<file path="src/rtl/mem_stream_ctrl.sv">
`default_nettype none
// ============================================================================
// Module      : mem_stream_ctrl
// Description : Streams bytes into a synchronous RAM from address 0 and reads
//               the stored block back out through a 2-entry skid buffer.
// Revision    : 1.0 - initial release
// ============================================================================
module mem_stream_ctrl #(
    parameter int DATA_W = 8,
    parameter int ADDR_W = 10
) (
    input  logic              clk,
    input  logic              rst,
    input  logic              start_load,
    input  logic              start_read,
    input  logic              in_valid,
    input  logic [DATA_W-1:0] in_data,
    input  logic              in_last,
    output logic              in_ready,
    output logic              out_valid,
    output logic [DATA_W-1:0] out_data,
    output logic              out_last,
    input  logic              out_ready,
    output logic              busy,
    output logic              done,
    output logic [ADDR_W:0]   count,
    output logic              mem_wr,
    output logic [ADDR_W-1:0] mem_addr,
    output logic [DATA_W-1:0] mem_d_i,
    input  logic [DATA_W-1:0] mem_d_o
);

    localparam logic [ADDR_W:0] c_last_addr = {1'b0, {ADDR_W{1'b1}}};
    localparam logic [ADDR_W:0] c_one       = {{ADDR_W{1'b0}}, 1'b1};

    typedef enum logic [1:0] {
        S_IDLE = 2'd0,
        S_LOAD = 2'd1,
        S_READ = 2'd2
    } state_t;

    state_t              r_state;
    logic                r_in_ready;
    logic                r_done;
    logic [ADDR_W:0]     r_count;
    logic [ADDR_W:0]     r_wptr;
    logic [ADDR_W:0]     r_rptr;
    logic [ADDR_W-1:0]   r_addr;
    logic                r_inflight;
    logic                r_inflight_last;
    logic [DATA_W-1:0]   r_buf_data [2];
    logic [1:0]          r_buf_last;
    logic                r_head;
    logic [1:0]          r_occ;

    logic                w_wr;
    logic                w_wr_end;
    logic                w_pop;
    logic                w_issue;
    logic                w_tail;
    logic                w_read_end;
    logic [1:0]          w_slots;

    assign w_wr     = (r_state == S_LOAD) && in_valid && r_in_ready;
    assign w_wr_end = w_wr && (in_last || (r_wptr == c_last_addr));

    assign w_pop    = out_valid && out_ready;
    // A pop in the same cycle frees a slot, which keeps full-rate streaming bubble-free.
    assign w_slots  = r_occ + {1'b0, r_inflight} - {1'b0, w_pop};
    assign w_issue  = (r_state == S_READ) && (r_rptr < r_count) && (w_slots < 2'd2);
    assign w_tail   = r_head ^ r_occ[0];
    assign w_read_end = (r_state == S_READ) &&
                        ((r_count == '0) || (w_pop && r_buf_last[r_head]));

    assign in_ready  = r_in_ready;
    assign out_valid = (r_occ != 2'd0);
    assign out_data  = r_buf_data[r_head];
    assign out_last  = out_valid && r_buf_last[r_head];
    assign busy      = (r_state != S_IDLE);
    assign done      = r_done;
    assign count     = r_count;
    assign mem_wr    = w_wr;
    assign mem_d_i   = in_data;
    assign mem_addr  = w_wr    ? r_wptr[ADDR_W-1:0] :
                       w_issue ? r_rptr[ADDR_W-1:0] : r_addr;

    always_ff @(posedge clk) begin
        if (rst) begin
            r_state         <= S_IDLE;
            r_in_ready      <= 1'b0;
            r_done          <= 1'b0;
            r_count         <= '0;
            r_wptr          <= '0;
            r_rptr          <= '0;
            r_addr          <= '0;
            r_inflight      <= 1'b0;
            r_inflight_last <= 1'b0;
            r_buf_data[0]   <= '0;
            r_buf_data[1]   <= '0;
            r_buf_last      <= '0;
            r_head          <= 1'b0;
            r_occ           <= '0;
        end else begin
            r_done     <= 1'b0;
            r_inflight <= w_issue;

            if (w_wr) begin
                r_wptr  <= r_wptr + c_one;
                r_count <= r_wptr + c_one;
                r_addr  <= r_wptr[ADDR_W-1:0];
            end

            if (w_issue) begin
                r_rptr          <= r_rptr + c_one;
                r_addr          <= r_rptr[ADDR_W-1:0];
                r_inflight_last <= (r_rptr == r_count - c_one);
            end

            // RAM data for last cycle's issue lands in the buffer tail now.
            if (r_inflight) begin
                r_buf_data[w_tail] <= mem_d_o;
                r_buf_last[w_tail] <= r_inflight_last;
            end
            if (w_pop) begin
                r_head <= ~r_head;
            end
            r_occ <= r_occ + {1'b0, r_inflight} - {1'b0, w_pop};

            case (r_state)
                S_IDLE: begin
                    if (start_load) begin
                        r_state    <= S_LOAD;
                        r_in_ready <= 1'b1;
                        r_wptr     <= '0;
                        r_count    <= '0;
                    end else if (start_read) begin
                        r_state    <= S_READ;
                        r_rptr     <= '0;
                        r_head     <= 1'b0;
                        r_occ      <= '0;
                        r_inflight <= 1'b0;
                    end
                end
                S_LOAD: begin
                    if (w_wr_end) begin
                        r_state    <= S_IDLE;
                        r_in_ready <= 1'b0;
                        r_done     <= 1'b1;
                    end
                end
                S_READ: begin
                    if (w_read_end) begin
                        r_state    <= S_IDLE;
                        r_done     <= 1'b1;
                        r_head     <= 1'b0;
                        r_occ      <= '0;
                        r_inflight <= 1'b0;
                    end
                end
                default: begin
                    r_state <= S_IDLE;
                end
            endcase
        end
    end

endmodule
`default_nettype wire

</file>
<file path="config.mk">
export PLATFORM = sky130hd
export DESIGN_NAME = mem_stream_ctrl
export DESIGN_NICKNAME = d
export VERILOG_FILES = /design/src/rtl/mem_stream_ctrl.sv
export SDC_FILE = /design/constraint.sdc
export NUM_CORES = 1
export LEC_CHECK = 0
export CORE_MARGIN = 8
export CORE_UTILIZATION = 35
export CTS_BUF_LIST = sky130_fd_sc_hd__clkbuf_8
export CTS_CLUSTER_SIZE = 30
export DETAILED_ROUTE_END_ITERATION = 7
export SLEW_MARGIN = 5
export SYNTH_ARGS = -nofsm -noshare
export SYNTH_HDL_FRONTEND = slang
export SYNTH_SLANG_ARGS = --single-unit
</file>
<file path="constraint.sdc">
create_clock -name clk -period 9.2 [get_ports clk]
set_clock_uncertainty 0.05 [all_clocks]
set_input_delay 1.84 -clock clk [delete_from_list [all_inputs] [get_ports clk]]
set_output_delay 1.84 -clock clk [all_outputs]
set_load 0.02 [all_outputs]
</file>
==> impl_metrics.tcl <==
set metrics [dict create \
    synthSimpleGateAreaFrac_pct 23.4 \
    setup_ws_ns 1.95 \
    fin_tns_setup_ns 0 \
    final_layout_size_suffix_gt1_share_pct 6.46 \
    clkLatencyLatePin_ns 0.35 \
    whs_ns 0.437 \
    cp_slowest_cell "clkdlybuf4s50_1" \
    ys_ff_latch 70 \
    layout.cells.non_filler 654 \
    dp_hpwl_um 8290 \
    fin_crit_ns 7.25 \
    synthesis.nets 522 \
    synth_xor_area_share_pct 6.57 \
    power_switching_uw 188 \
    ys_types 58 \
    hold-path-cell-count 2 \
    synth_edf_count 16 \
    p_sw_share_pct 26.7 \
    synth_top_family_by_area "simple AND/OR/NAND/NOR gates" \
    yosysSeqAreaShare_pct 37.8 \
    synth_cells 480 \
    final_common_cell "dfxtp_1" \
    rr_worst_depth 11 \
    synth_compound_area_share_pct 17.3 \
    antenna_found_initial 0 \
    num-fill-cells 1143 \
    fin_crit_sh_pct 78.9 \
    synthToLayoutAreaGrowth_pct 18.0 \
    hold_path.class "flop to flop" \
    post-synth-top-area-cell "dfxtp_1" \
    root_buffer "clkbuf_8" \
    cts_made_buffers 9 \
    diodes 0 \
    worst-path-max-fanout 27 \
    max_freq_mhz 138 \
    timing.rr.end "r_rptr[4]" \
    first_iter_violations 256 \
    postPlaceCellArea_mm2 0.00465 \
    syn_avg_cell_area_um2 8.61 \
    critPathKind "input port to output pin" \
    netlist_area_mm2 0.00413 \
    route.vias.total 3679 \
    grt-ovfl-total 0 \
    core-area_mm2 0.0115 \
    routed_wirelength_um 11300 \
    powerDensity_mw_per_mm2 144 \
    clock_sinks 70 \
    timing.rr.start "r_occ[0]" \
    end_kind "output pin" \
    die_area_mm2 0.0155 \
    maxCapViolations 0 \
    clock_path_buffers 2 \
    grt_max_degree 38 \
    num_rows 39 \
    setup_viol 0 \
    dr.pass1.iters 4 \
    viasPerCell 5.63 \
    wl_per_cell_um 17.3 \
    hp-start "r_buf_last[1]" \
    cp_cell_sequence "clkdlybuf4s50_1 > o21ai_0 > inv_1 > ha_1 > inv_1 > ha_1 > xnor2_1 > xnor2_1 > or3_1 > buf_4 > nor2_1 > o311a_1 > clkdlybuf4s50_1" \
    num_io_pins 66 \
    pre_cts_ws_ns 1.97 \
    hold_buffers 0 \
    tightestPinTransition_ns 1.01 \
    seq_power_share_pct 46.2 \
    p_leak_nw 1.67 \
    max-vdd-ir-drop_uv 83.4 \
    hold_violations 0 \
    slew_headroom_pct 32.2 \
    hold_path_end "r_buf_last[1]" \
    clkPwrFrac_pct 40.2 \
    ys_warn_count 0 \
    setup.worst_path.start_class "input port" \
    power_uw 704 \
    die_x_um 125 \
    intPower_uw 516 \
    route.detailed.drc 0 \
    slew_violations 0 \
    clk_pin_slew_ns 0.09 \
    cp.arrival_ns 5.36 \
    slowest_delay_ns 0.61 \
    place.port_buffers 49 \
    comb_power_share_pct 13.6 \
    regToRegSetupSlack_ns 6.01 \
    grtUsageTotal_pct 14.1 \
    post_cts_buffers 0 \
    ys.flop_type "dfxtp_1" \
    design_area_mm2 0.00488 \
    final_core_util_pct 42.6 \
    die_h_um 125 \
    dp_cells 638 \
    synthTopCellsByArea "dfxtp_1 26%, edfxtp_1 12%, ha_1 5.8%" \
    start_util_pct 36.1 \
    rsz0062_at_grt "false" \
    worstPathRequired_ns 7.31 \
    grt_pass1_wl_um 18300 \
    ctsResizeCount 0 \
    synthMuxAreaShare_pct 2.42 \
    synth_top_area_share_pct 26.2 \
    htreeDepth 3 \
    antenna_left 0 \
    status "completed" \
    cts_tree "built" \
    postSynth.asyncResetShare_pct 0 \
    final_cell_mix "54 x dfxtp_1, 49 x clkdlybuf4s50_1, 43 x nand2_1, 35 x nor2_1, 25 x inv_1" \
    nets 548 \
    synth_adder_area_share_pct 5.75 \
    gp_congestion 0.860 \
    grt_pass1_vias 3555 \
]
[cells by family (layout without fill, tap and decap cells)]
kind of cell / after synthesis / in the layout
fa+ha+maj: 19 / 19
xor+xnor: 31 / 31
buf+inv: 64 / 95
mux: 9 / 9
simple gates: 184 / 184
compound gates: 103 / 103
flops: 70 / 70
[worst max-delay path: cells and delay by family]
family,cells,cell delay (ns)
and+or+nand+nor,2,0.94
adders and majority gates,2,0.46
xor gates and xnor gates,2,0.31
buffers and inverters,5,1.37
AOI/OAI and AO/OA,2,0.44
[power groups by stage]
stage | registers (mW) | logic, mW | clock network, mW
2_1_floorplan | 0.332 | 0.0631 | 0
3_3_place_gp | 0.332 | 0.0932 | 0
3_5_place_dp | 0.332 | 0.0953 | 0
4_1_cts | 0.325 | 0.0958 | 0.288
5_1_grt | 0.326 | 0.104 | 0.303
6_report | 0.325 | 0.0961 | 0.283
[synthesized netlist by cell type (3+ instances only)]
cell / number
dfxtp_1: 54
mux2_2: 8
and4_1: 3
o211ai_1: 10
buf_4: 8
or4_1: 9
and2_1: 18
nand2_1: 43
a311oi_1: 11
a21oi_1: 21
and3_1: 4
a211oi_1: 13
nand3_1: 10
xnor2_1: 16
edfxtp_1: 16
clkbuf_1: 22
a21o_1: 4
buf_1: 6
o21ai_0: 12
o31ai_1: 10
o2111ai_1: 3
inv_1: 24
nor2b_1: 4
nand2b_1: 9
ha_1: 19
xor2_1: 15
nor3_1: 19
or3_1: 4
nor2_1: 35
nand4_1: 15
[sequential cells by signal, indices dropped and copies added (netlist names), 2 cells and up]
register    count
count          11
r_addr         10
r_buf_data     16
r_buf_last      2
r_occ           2
r_rptr         11
r_state         2
r_wptr         11
[routing by layer]
| metal | up-vias | global-route usage, % | wire length, um |
|---|---|---|---|
| met5 | - | 0 | 0 |
| met4 | 0 | 6.38 | 333 |
| met3 | 33 | 3.28 | 701 |
| met2 | 122 | 23.0 | 5300 |
| met1 | 1732 | 17.3 | 5000 |
| li1 | 1792 | - | - |
[layout make-up]
type	instances	area, um^2	area share (%)
well taps	143	179	3.67
inverters	25	93.8	1.92
repair buffers	54	528	10.8
clock inverters	6	87.6	1.79
multi-input cells	346	2290	47.0
flip-flops and latches	70	1560	32.0
clock buffers	10	138	2.82
[worst max path at each step]
stage	from	endpoint	slack (ns)	depth (start not counted)
detailed placement	out_ready	mem_addr[0]	1.97	13
finish	out_ready	mem_addr[0]	1.95	13
CTS	out_ready	mem_addr[0]	1.94	13
floorplan	out_ready	mem_addr[1]	3.37	12
global placement	out_ready	mem_addr[0]	2.14	13
global route	out_ready	mem_addr[0]	1.59	13
No activity file was read; power rests on OpenSTA's default activity.
